`src/rtl/red_pitaya_pid_ramp.sv`:
```
// Set-point ramp generator for a PID block: steps sp_o toward a latched target at a
// programmable interval, with an optional integrator-reset pulse before the ramp.
module red_pitaya_pid_ramp #(
   parameter int DW = 14
) (
   input  logic          clk_i,
   input  logic          rstn_i,
   output logic [DW-1:0] sp_o,
   output logic          irst_o,
   output logic          busy_o,
   input  logic [31:0]   sys_addr,
   input  logic [31:0]   sys_wdata,
   input  logic [3:0]    sys_sel,
   input  logic          sys_wen,
   input  logic          sys_ren,
   output logic [31:0]   sys_rdata,
   output logic          sys_err,
   output logic          sys_ack
);

   localparam int unsigned SW = 13;
   localparam int unsigned LW = 16;
   localparam int unsigned AW = 20;

   localparam logic [AW-1:0] A_CTRL     = 20'h00;
   localparam logic [AW-1:0] A_STATUS   = 20'h04;
   localparam logic [AW-1:0] A_TARGET   = 20'h08;
   localparam logic [AW-1:0] A_STEP     = 20'h0C;
   localparam logic [AW-1:0] A_INTERVAL = 20'h10;
   localparam logic [AW-1:0] A_CURRENT  = 20'h14;
   localparam logic [AW-1:0] A_IRST_LEN = 20'h18;

   typedef enum logic [1:0] {
      ST_IDLE = 2'd0,
      ST_IRST = 2'd1,
      ST_RAMP = 2'd2
   } state_t;

   state_t          state, state_nxt;
   logic [DW-1:0]   target_r;
   logic [SW-1:0]   step_r;
   logic [31:0]     interval_r;
   logic [LW-1:0]   irst_len_r;
   logic            irst_en;
   logic [DW-1:0]   tgt_lat, tgt_nxt;
   logic [DW-1:0]   sp_nxt;
   logic            done, done_nxt;
   logic            irst_nxt;
   logic [31:0]     cnt, cnt_nxt;
   logic [LW-1:0]   irst_cnt, irst_cnt_nxt;

   logic [AW-1:0]   addr_c;
   logic            start_c, abort_c, cur_wr_c;
   logic [SW-1:0]   step_eff_c;
   logic [31:0]     last_c, abs_c;
   logic signed [31:0] sp_c, tgt_c, diff_c, step_c, moved_c;
   logic [31:0]     rdata_c;
   logic            unused_c;

   assign unused_c = ^{sys_sel, sys_addr[31:AW]};

   assign addr_c   = sys_addr[AW-1:0];
   assign start_c  = sys_wen && (addr_c == A_CTRL) && sys_wdata[0];
   assign abort_c  = sys_wen && (addr_c == A_CTRL) && sys_wdata[1];
   assign cur_wr_c = sys_wen && (addr_c == A_CURRENT);

   // Step arithmetic done at 32 bits signed so neither the difference nor the move can wrap.
   assign step_eff_c = (step_r == '0) ? SW'(1) : step_r;
   assign last_c     = (interval_r == '0) ? 32'd0 : interval_r - 32'd1;
   assign sp_c       = 32'($signed(sp_o));
   assign tgt_c      = 32'($signed(tgt_lat));
   assign diff_c     = tgt_c - sp_c;
   assign abs_c      = diff_c[31] ? 32'(-diff_c) : 32'(diff_c);
   assign step_c     = 32'(step_eff_c);
   assign moved_c    = diff_c[31] ? (sp_c - step_c) : (sp_c + step_c);

   always_ff @(posedge clk_i or negedge rstn_i) begin
      if (!rstn_i) begin
         state    <= ST_IDLE;
         sp_o     <= '0;
         irst_o   <= 1'b0;
         busy_o   <= 1'b0;
         done     <= 1'b0;
         cnt      <= '0;
         irst_cnt <= '0;
         tgt_lat  <= '0;
      end else begin
         state    <= state_nxt;
         sp_o     <= sp_nxt;
         irst_o   <= irst_nxt;
         busy_o   <= (state_nxt != ST_IDLE);
         done     <= done_nxt;
         cnt      <= cnt_nxt;
         irst_cnt <= irst_cnt_nxt;
         tgt_lat  <= tgt_nxt;
      end
   end

   always_comb begin
      state_nxt    = state;
      sp_nxt       = sp_o;
      done_nxt     = done;
      irst_nxt     = 1'b0;
      cnt_nxt      = cnt;
      irst_cnt_nxt = irst_cnt;
      tgt_nxt      = tgt_lat;
      case (state)
         ST_IDLE: begin
            if (abort_c) begin
               state_nxt = ST_IDLE;
            end else if (start_c) begin
               tgt_nxt  = target_r;
               done_nxt = 1'b0;
               cnt_nxt  = '0;
               if (irst_en && (irst_len_r != '0)) begin
                  state_nxt    = ST_IRST;
                  irst_nxt     = 1'b1;
                  irst_cnt_nxt = irst_len_r;
               end else begin
                  state_nxt = ST_RAMP;
               end
            end else if (cur_wr_c) begin
               sp_nxt = sys_wdata[DW-1:0];
            end
         end
         ST_IRST: begin
            if (abort_c) begin
               state_nxt = ST_IDLE;
            end else if (irst_cnt <= LW'(1)) begin
               state_nxt = ST_RAMP;
            end else begin
               irst_nxt     = 1'b1;
               irst_cnt_nxt = irst_cnt - LW'(1);
            end
         end
         ST_RAMP: begin
            if (abort_c) begin
               state_nxt = ST_IDLE;
            end else if (cnt >= last_c) begin
               cnt_nxt = '0;
               if (abs_c <= 32'(step_eff_c)) begin
                  sp_nxt    = tgt_lat;
                  done_nxt  = 1'b1;
                  state_nxt = ST_IDLE;
               end else begin
                  sp_nxt = DW'(moved_c);
               end
            end else begin
               cnt_nxt = cnt + 32'd1;
            end
         end
         default: state_nxt = ST_IDLE;
      endcase
   end

   // Configuration registers; writable at any time, only start latches the target.
   always_ff @(posedge clk_i or negedge rstn_i) begin
      if (!rstn_i) begin
         irst_en    <= 1'b0;
         target_r   <= '0;
         step_r     <= '0;
         interval_r <= '0;
         irst_len_r <= '0;
      end else if (sys_wen) begin
         case (addr_c)
            A_CTRL:     irst_en    <= sys_wdata[2];
            A_TARGET:   target_r   <= sys_wdata[DW-1:0];
            A_STEP:     step_r     <= sys_wdata[SW-1:0];
            A_INTERVAL: interval_r <= sys_wdata;
            A_IRST_LEN: irst_len_r <= sys_wdata[LW-1:0];
            default: ;
         endcase
      end
   end

   always_comb begin
      rdata_c = '0;
      case (addr_c)
         A_CTRL:     rdata_c = {29'd0, irst_en, 2'b00};
         A_STATUS:   rdata_c = {28'd0, state, done, busy_o};
         A_TARGET:   rdata_c = 32'(target_r);
         A_STEP:     rdata_c = 32'(step_r);
         A_INTERVAL: rdata_c = interval_r;
         A_CURRENT:  rdata_c = 32'(sp_o);
         A_IRST_LEN: rdata_c = 32'(irst_len_r);
         default:    rdata_c = '0;
      endcase
   end

   always_ff @(posedge clk_i or negedge rstn_i) begin
      if (!rstn_i) begin
         sys_ack   <= 1'b0;
         sys_err   <= 1'b0;
         sys_rdata <= '0;
      end else begin
         sys_ack   <= sys_wen | sys_ren;
         sys_err   <= 1'b0;
         sys_rdata <= sys_ren ? rdata_c : 32'd0;
      end
   end

endmodule

```
`config.mk`:
```
export PLATFORM = sky130hd
export DESIGN_NAME = red_pitaya_pid_ramp
export DESIGN_NICKNAME = d
export VERILOG_FILES = /design/src/rtl/red_pitaya_pid_ramp.sv
export SDC_FILE = /design/constraint.sdc
export NUM_CORES = 1
export LEC_CHECK = 0
export ABC_AREA = 1
export CORE_ASPECT_RATIO = 1.5
export CORE_UTILIZATION = 55
export CTS_CLUSTER_DIAMETER = 50
export CTS_CLUSTER_SIZE = 10
export DETAILED_ROUTE_END_ITERATION = 16
export PLACE_DENSITY = 0.77
export SLEW_MARGIN = 20
export SYNTH_ARGS = -nofsm -noshare
export SYNTH_HDL_FRONTEND = slang
export SYNTH_SLANG_ARGS = --single-unit
```
`constraint.sdc`:
```
create_clock -name clk_i -period 4.18 [get_ports clk_i]
set_input_delay 0.836 -clock clk_i [delete_from_list [all_inputs] [get_ports clk_i]]
set_output_delay 0.836 -clock clk_i [all_outputs]
set_load 0.05 [all_outputs]
```
==> flow_summary.json, run 1 <==
{
  "arrival_ps": 4460,
  "via_count": 13200,
  "fin_nets": 2114,
  "synth_edf_count": 0,
  "regToRegSetupSlack_ps": 90,
  "finalMaxSlewViolations": 0,
  "clock_path_buffers": 2,
  "fmax_ghz": 0.245,
  "synth_top_area_share_pct": 36.0,
  "viasPerCell": 5.75,
  "wl_um": 41000,
  "cts_num_sinks": 190,
  "drt-initial-drc-count": 960,
  "wl_met1_um": 14200,
  "pin_count": 122,
  "worst_ep_required_time_ps": 4550,
  "dpl.hpwl_um": 31100,
  "drt_first_pass_iters": 6,
  "fp-row-count": 69,
  "core-area_um2": 23700,
  "synth_seq_area_share_pct": 36.0,
  "area_growth_pct": 22.1,
  "dp.cells": 2245,
  "met2_length_um": 21700,
  "critical_path_class": "flip-flop to flip-flop",
  "crit_start": "interval_r[2]$_DFFE_PN0P_",
  "synth.area.top_cells": "dfrtp_1 (36%), nand2_1 (11%), inv_1 (7.4%)",
  "synth.largest_area_cell": "dfrtp_1",
  "fillers": 2012,
  "async_reset_ff_share_pct": 100,
  "p_leak_nw": 7.83,
  "syn_nets": 1946,
  "skew_ps": 8.83,
  "drive_gt1_share_pct": 14.2,
  "setup_viol": 0,
  "status": "completed",
  "final_hold_viol_count": 0,
  "fin_area_um2": 16100,
  "dieArea_um2": 24700,
  "fp.dieH_um": 192,
  "cts_root_buf": "clkbuf_16",
  "reg2reg_depth": 28,
  "grt_pass1_wl_um": 63000,
  "hp-class": "input port to async pin",
  "grt_pass1_vias": 12800,
  "antenna_cells": 0,
  "ant_nets": 0,
  "drc": 0,
  "timing.final.crit_share_pct": 97.8,
  "r2r_end": "sp_o[4]$_DFFE_PN0P_",
  "rsz0062_at_grt": "yes",
  "synthesis.instances": 1794,
  "start_util_pct": 55.9,
  "ys_types": 58,
  "yosysWarnings": 0,
  "path_clk_slew_ps": 70,
  "gp_congestion": 0.967,
  "finalNonFillerCells": 2294,
  "period_minus_slack_ps": 4090,
  "dpl-instance-area_um2": 15100,
  "tritoncts": "yes",
  "port_buffers": 104,
  "p_total_w": 0.00374,
  "multi_input_comb_area_um2": 7510,
  "htree_levels": 4,
  "synth-main-ff-cell": "dfrtp_1",
  "cpPeakStageDelay_ps": 460,
  "worstPathMaxFanout": 7,
  "worst_slew_pin_slew_ps": 961,
  "avgSynthCellArea_um2": 7.37,
  "fp.dieW_um": 129,
  "globalRouteOverflowTotal": 0,
  "antenna_found_initial": 0,
  "ir_drop_v": 0.000262,
  "clk_latency_ps": 450,
  "yosys-top-cells-count": "nand2_1 (398), inv_1 (261), dfrtp_1 (190)",
  "syn_area_um2": 13200,
  "powerDensity_nw_per_um2": 232,
  "routed.top_layer": "met4",
  "end_kind": "flip-flop",
  "yosys_register_bits": 190,
  "critPathLaunchType": "flip-flop",
  "wl_per_cell_um": 17.9,
  "grt_usage_pct": 33.5,
  "cts_buffers": 17,
  "grt_max_degree": 104,
  "r2r-start": "interval_r[2]$_DFFE_PN0P_",
  "postCtsHoldBufs": 0,
  "timing.max_cap.violations": 0,
  "slowest_stage": "dfrtp_2",
  "relSlewSlack_pct": 35.9,
  "synth_most_common_cell": "nand2_1",
  "met3WireLength_um": 1800,
  "final-seq-area_um2": 4760
}
==> worst max-delay path, delay by kind of cell (launching register included) <==
family / cells / cell delay (ps)
compound gates: 1 / 110
buf+inv: 3 / 370
fa+ha+maj: 1 / 290
simple gates: 22 / 2620
xor+xnor: 1 / 140
flops: 1 / 460
==> per-stage QoR <==
stage | setup TNS, ps | setup slack (ps) | utilization [%] | hold WS [ps]
global placement | 0 | 33.4 | 63.7 | 469
finish | 0 | 91.2 | 68.2 | 469
floorplan | 0 | 85.5 | - | 453
CTS | 0 | 1.31 | 66.5 | 491
detailed placement | -2100 | -108 | 63.7 | 474
global route | -7280 | -235 | 68.2 | 531
==> placed cells by master, fill, tap and decap left out, types with 19 or more instances in the layout <==
| cell type | count |
|---|---|
| clkbuf_16 | 19 |
| buf_4 | 84 |
| ha_1 | 76 |
| xor2_1 | 58 |
| inv_1 | 252 |
| dfrtp_1 | 188 |
| a21oi_1 | 66 |
| nand3_2 | 19 |
| nand2_1 | 387 |
| nand3_1 | 91 |
| nor3_1 | 41 |
| nor2_1 | 167 |
| o21ai_0 | 126 |
| nand4_1 | 29 |
| clkdlybuf4s50_1 | 103 |
| nand2_2 | 27 |
==> power breakdown <==
group | total (W) | internal (W) | leakage, nW | switching [W]
registers | 0.00184 | 0.00184 | 2.45 | 0.000000133
logic | 0.000142 | 0.0000581 | 5.07 | 0.0000835
clock network | 0.00176 | 0.00102 | 0.310 | 0.000741
total | 0.00374 | 0.00291 | 7.83 | 0.000824
==> registers in the layout (all words and copies together), names as in the netlist, 2 cells and up <==
register,count
irst_cnt,16
cnt,32
irst_len_r,16
step_r,13
state,2
tgt_lat,14
sys_rdata,32
sp_o,14
target_r,14
interval_r,32
==> cell families (layout without fill, tap and decap cells) <==
group                    Yosys count  in the layout  synth area share [%]
AO/OA/AOI/OAI                    288            288                  12.9
other                              1              1                0.0284
multiplexers                      18             18                  1.51
adder cells (fa/ha/maj)           80             80                  7.69
XOR/XNOR                          65             65                  4.31
AND/OR/NAND/NOR                  834            834                  28.3
buffers and inverters            318            499                  9.31
flip-flops                       190            190                  36.0
==> cell type report <==
cell class                 count  area share [%]
timing repair buffer         196            11.3
multi-input combinational   1286            46.5
inverter                     271            6.30
tap                          319            2.47
clock inverter                14            1.19
sequential                   190            29.5
clock buffer                  18            2.72
==> worst max-delay path by stage <==
stage               depth (start not counted)              endpoint
floorplan                                  26  sp_o[10]$_DFFE_PN0P_
global placement                           27  sp_o[10]$_DFFE_PN0P_
detailed placement                         27   sp_o[9]$_DFFE_PN0P_
CTS                                        27   sp_o[7]$_DFFE_PN0P_
global route                               27   cnt[11]$_DFFE_PN0P_
finish                                     28   sp_o[4]$_DFFE_PN0P_
==> per-layer routing <==
layer / GRT usage (%) / vias to the layer above
met3: 4.18 / 212
met2: 62.9 / 510
met1: 33.2 / 6260
met5: 0 / -
li1: - / 6207
met4: 25.4 / 0
==> what timing repair did <==
| item | in CTS | in global routing |
|---|---|---|
| pin swaps | 0 | 6 |
| gates resized for setup | 3 | 76 |
| setup buffers | 1 | 13 |
| cloned | 0 | 3 |
| setup endpoints to repair | 39 | 49 |
Power figures use the tool's default switching activity.
==> run 2: changes to the inputs <==
ABC_AREA = not set   (was 1)
PLACE_DENSITY = 0.78   (was 0.77)
==> run 2 against run 1 <==
Against the previous run:
- the run now ends with setup timing left
- first-iteration DRC count shrank 16%
- cell count shrank 22%
- synthesized cell count shrank 31%
- highest routed layer unchanged
==> flow_summary.json, run 2 <==
{
  "status": "complete, but fails checks",
  "violations": "setup timing",
  "synth_top_area_share_pct": 39.9,
  "timing.max_cap.violations": 0,
  "dpl.hpwl_um": 27500,
  "whs_ps": 486,
  "pin_count": 122,
  "start_util_pct": 56.3,
  "cts_num_sinks": 190,
  "grt_pass1_vias": 11900,
  "clk_latency_ps": 450,
  "fp-row-count": 65,
  "synth_seq_area_share_pct": 39.9,
  "globalRouteOverflowTotal": 0,
  "synthesis.instances": 1242,
  "cts_buffers": 17,
  "hp-class": "input port to async pin",
  "relSlewSlack_pct": 38.0,
  "critical_path_class": "flip-flop to flip-flop",
  "htree_levels": 4,
  "dieArea_um2": 22300,
  "synth_edf_count": 0,
  "via_count": 11300,
  "dp.cells": 1748,
  "drt_first_pass_iters": 8,
  "worstPathMaxFanout": 8,
  "end_kind": "flip-flop",
  "drc": 0,
  "yosysWarnings": 0,
  "worst_ep_required_time_ps": 4510,
  "powerDensity_nw_per_um2": 228,
  "critPathLaunchType": "flip-flop",
  "arrival_ps": 5070,
  "core-area_um2": 21100,
  "final_common_cell": "buf_4",
  "synth-main-ff-cell": "dfrtp_1",
  "fp.dieW_um": 122,
  "grt_usage_pct": 35.0,
  "async_reset_ff_share_pct": 100,
  "tns_ps": -16680,
  "yosys_register_bits": 190,
  "worst_slew_pin_slew_ps": 922,
  "clock_path_buffers": 2,
  "antenna_found_initial": 0,
  "synth.largest_area_cell": "dfrtp_1",
  "syn_area_um2": 11900,
  "multi_input_comb_area_um2": 7400,
  "final-seq-area_um2": 4760,
  "layout_common_cells": "buf_4 (188), dfrtp_1 (186), nand2_1 (117)",
  "skew_ps": 13.3,
  "ant_nets": 0,
  "grt_max_degree": 101,
  "fin_area_um2": 16000,
  "reg_top3": "cnt: 32 flops, interval_r: 32 flops, sys_rdata: 32 flops",
  "ys_types": 71,
  "avgSynthCellArea_um2": 9.59,
  "period_minus_slack_ps": 4740,
  "drive_gt1_share_pct": 28.4,
  "syn_nets": 1394,
  "gp_congestion": 0.927,
  "dpl-instance-area_um2": 14700,
  "synth_most_common_cell": "dfrtp_1",
  "finalMaxSlewViolations": 0,
  "drt-initial-drc-count": 808,
  "wl_um": 38300,
  "cts_root_buf": "clkbuf_16",
  "synth.area.top_cells": "dfrtp_1 (40%), mux2_2 (8.5%), ha_1 (8.2%)",
  "antenna_cells": 0,
  "grt_pass1_wl_um": 59700,
  "fmax_ghz": 0.211,
  "timing.final.crit_share_pct": 113,
  "viasPerCell": 6.30,
  "fp.dieH_um": 182,
  "fin_ws_ps": -561,
  "final_hold_viol_count": 0,
  "yosys-top-cells-count": "dfrtp_1 (190), nand2_1 (122), mux2_2 (90)",
  "area_growth_pct": 33.9,
  "ir_drop_v": 0.000294,
  "wl_per_cell_um": 21.3,
  "path_clk_slew_ps": 70,
  "finalNonFillerCells": 1798,
  "rsz0062_at_grt": "yes",
  "port_buffers": 104,
  "fillers": 1417,
  "tritoncts": "yes",
  "postCtsHoldBufs": 0,
  "p_leak_nw": 7.43,
  "setup_viol": 49,
  "fin_nets": 1670,
  "p_total_w": 0.00363
}
[run 2: metal layers]
| layer | global-route usage (%) | vias up | wire length [um] | share of wire, % |
|---|---|---|---|---|
| met5 | 0 | - | 0 | 0 |
| met4 | 23.1 | 0 | 2490 | 6.5 |
| met3 | 5.75 | 187 | 1860 | 4.9 |
| met2 | 65.7 | 484 | 20700 | 54 |
| met1 | 34.5 | 5555 | 13200 | 34 |
| li1 | - | 5099 | - | - |
[run 2: cell type report]
| cell class | count | area share, % |
|---|---|---|
| clock buffers | 20 | 2.86 |
| repair buffers | 308 | 16.9 |
| clock inverters | 11 | 0.823 |
| inverters | 49 | 1.15 |
| flip-flops and latches | 190 | 29.8 |
| well taps | 268 | 2.10 |
| multi-input cells | 952 | 46.4 |
[run 2: through the flow]
step           util, %  worst slack (ps)
2_1_floorplan        -              -667
3_3_place_gp      69.4              -593
3_5_place_dp      69.4              -862
4_1_cts           74.1              -541
5_1_grt           75.5              -783
6_report          75.5              -561
[run 2: logic make-up (layout without fill, tap and decap cells)]
family / count (synthesis) / count (layout) / share of synthesized area [%]
compound gates: 278 / 278 / 15.6
xor+xnor: 84 / 84 / 6.18
fa+ha+maj: 80 / 80 / 8.53
buf+inv: 100 / 388 / 3.26
flops: 190 / 190 / 39.9
mux: 105 / 105 / 9.77
other cells: 1 / 1 / 0.0315
simple gates: 404 / 404 / 16.7
[run 2: final timing paths]
check,cells after the start,slack [ps],end,startpoint
min reg2reg,2,510,irst_cnt[12]$_DFFE_PN0P_,irst_cnt[12]$_DFFE_PN0P_
max in group asynchronous,2,2810,irst_cnt[12]$_DFFE_PN0P_,rstn_i
max reg2reg,25,-560,sp_o[0]$_DFFE_PN0P_,tgt_lat[0]$_DFFE_PN0P_
min,1,490,sys_ack$_DFF_PN0_,rstn_i
max,25,-560,sp_o[0]$_DFFE_PN0P_,tgt_lat[0]$_DFFE_PN0P_
min in group clk_i,2,510,irst_cnt[12]$_DFFE_PN0P_,irst_cnt[12]$_DFFE_PN0P_
[run 2: power breakdown]
| part | switching (W) | total (W) | internal, W |
|---|---|---|---|
| clock network | 0.000738 | 0.00166 | 0.000918 |
| logic | 0.0000785 | 0.000139 | 0.0000601 |
| registers | 0.000000177 | 0.00184 | 0.00184 |
[run 2: repair_timing]
action	in CTS	in global routing
gates cloned	2	1
hold endpoints to repair	0	0
buffers inserted	10	7
pin swaps	38	15
endpoints found under the setup margin	49	49
gates resized for setup	80	54
[run 2: worst max-delay path, stage by stage (launching register included)]
cell and delay (ps):
dfrtp_1 390, inv_2 80, ha_4 140, inv_2 30, fa_2 340, a211oi_2 180
buf_4 170, buf_4 110, o21bai_1 70, a21oi_1 190, xor2_1 200, nand4_1 180
or3b_4 440, o31ai_4 180, xnor2_1 140, ha_1 260, and3_1 160, nand3_2 80
inv_2 40, a221oi_2 270, nor2_2 80, a211oi_4 190, buf_4 160, buf_12 140
mux2i_1 80, a221o_1 290
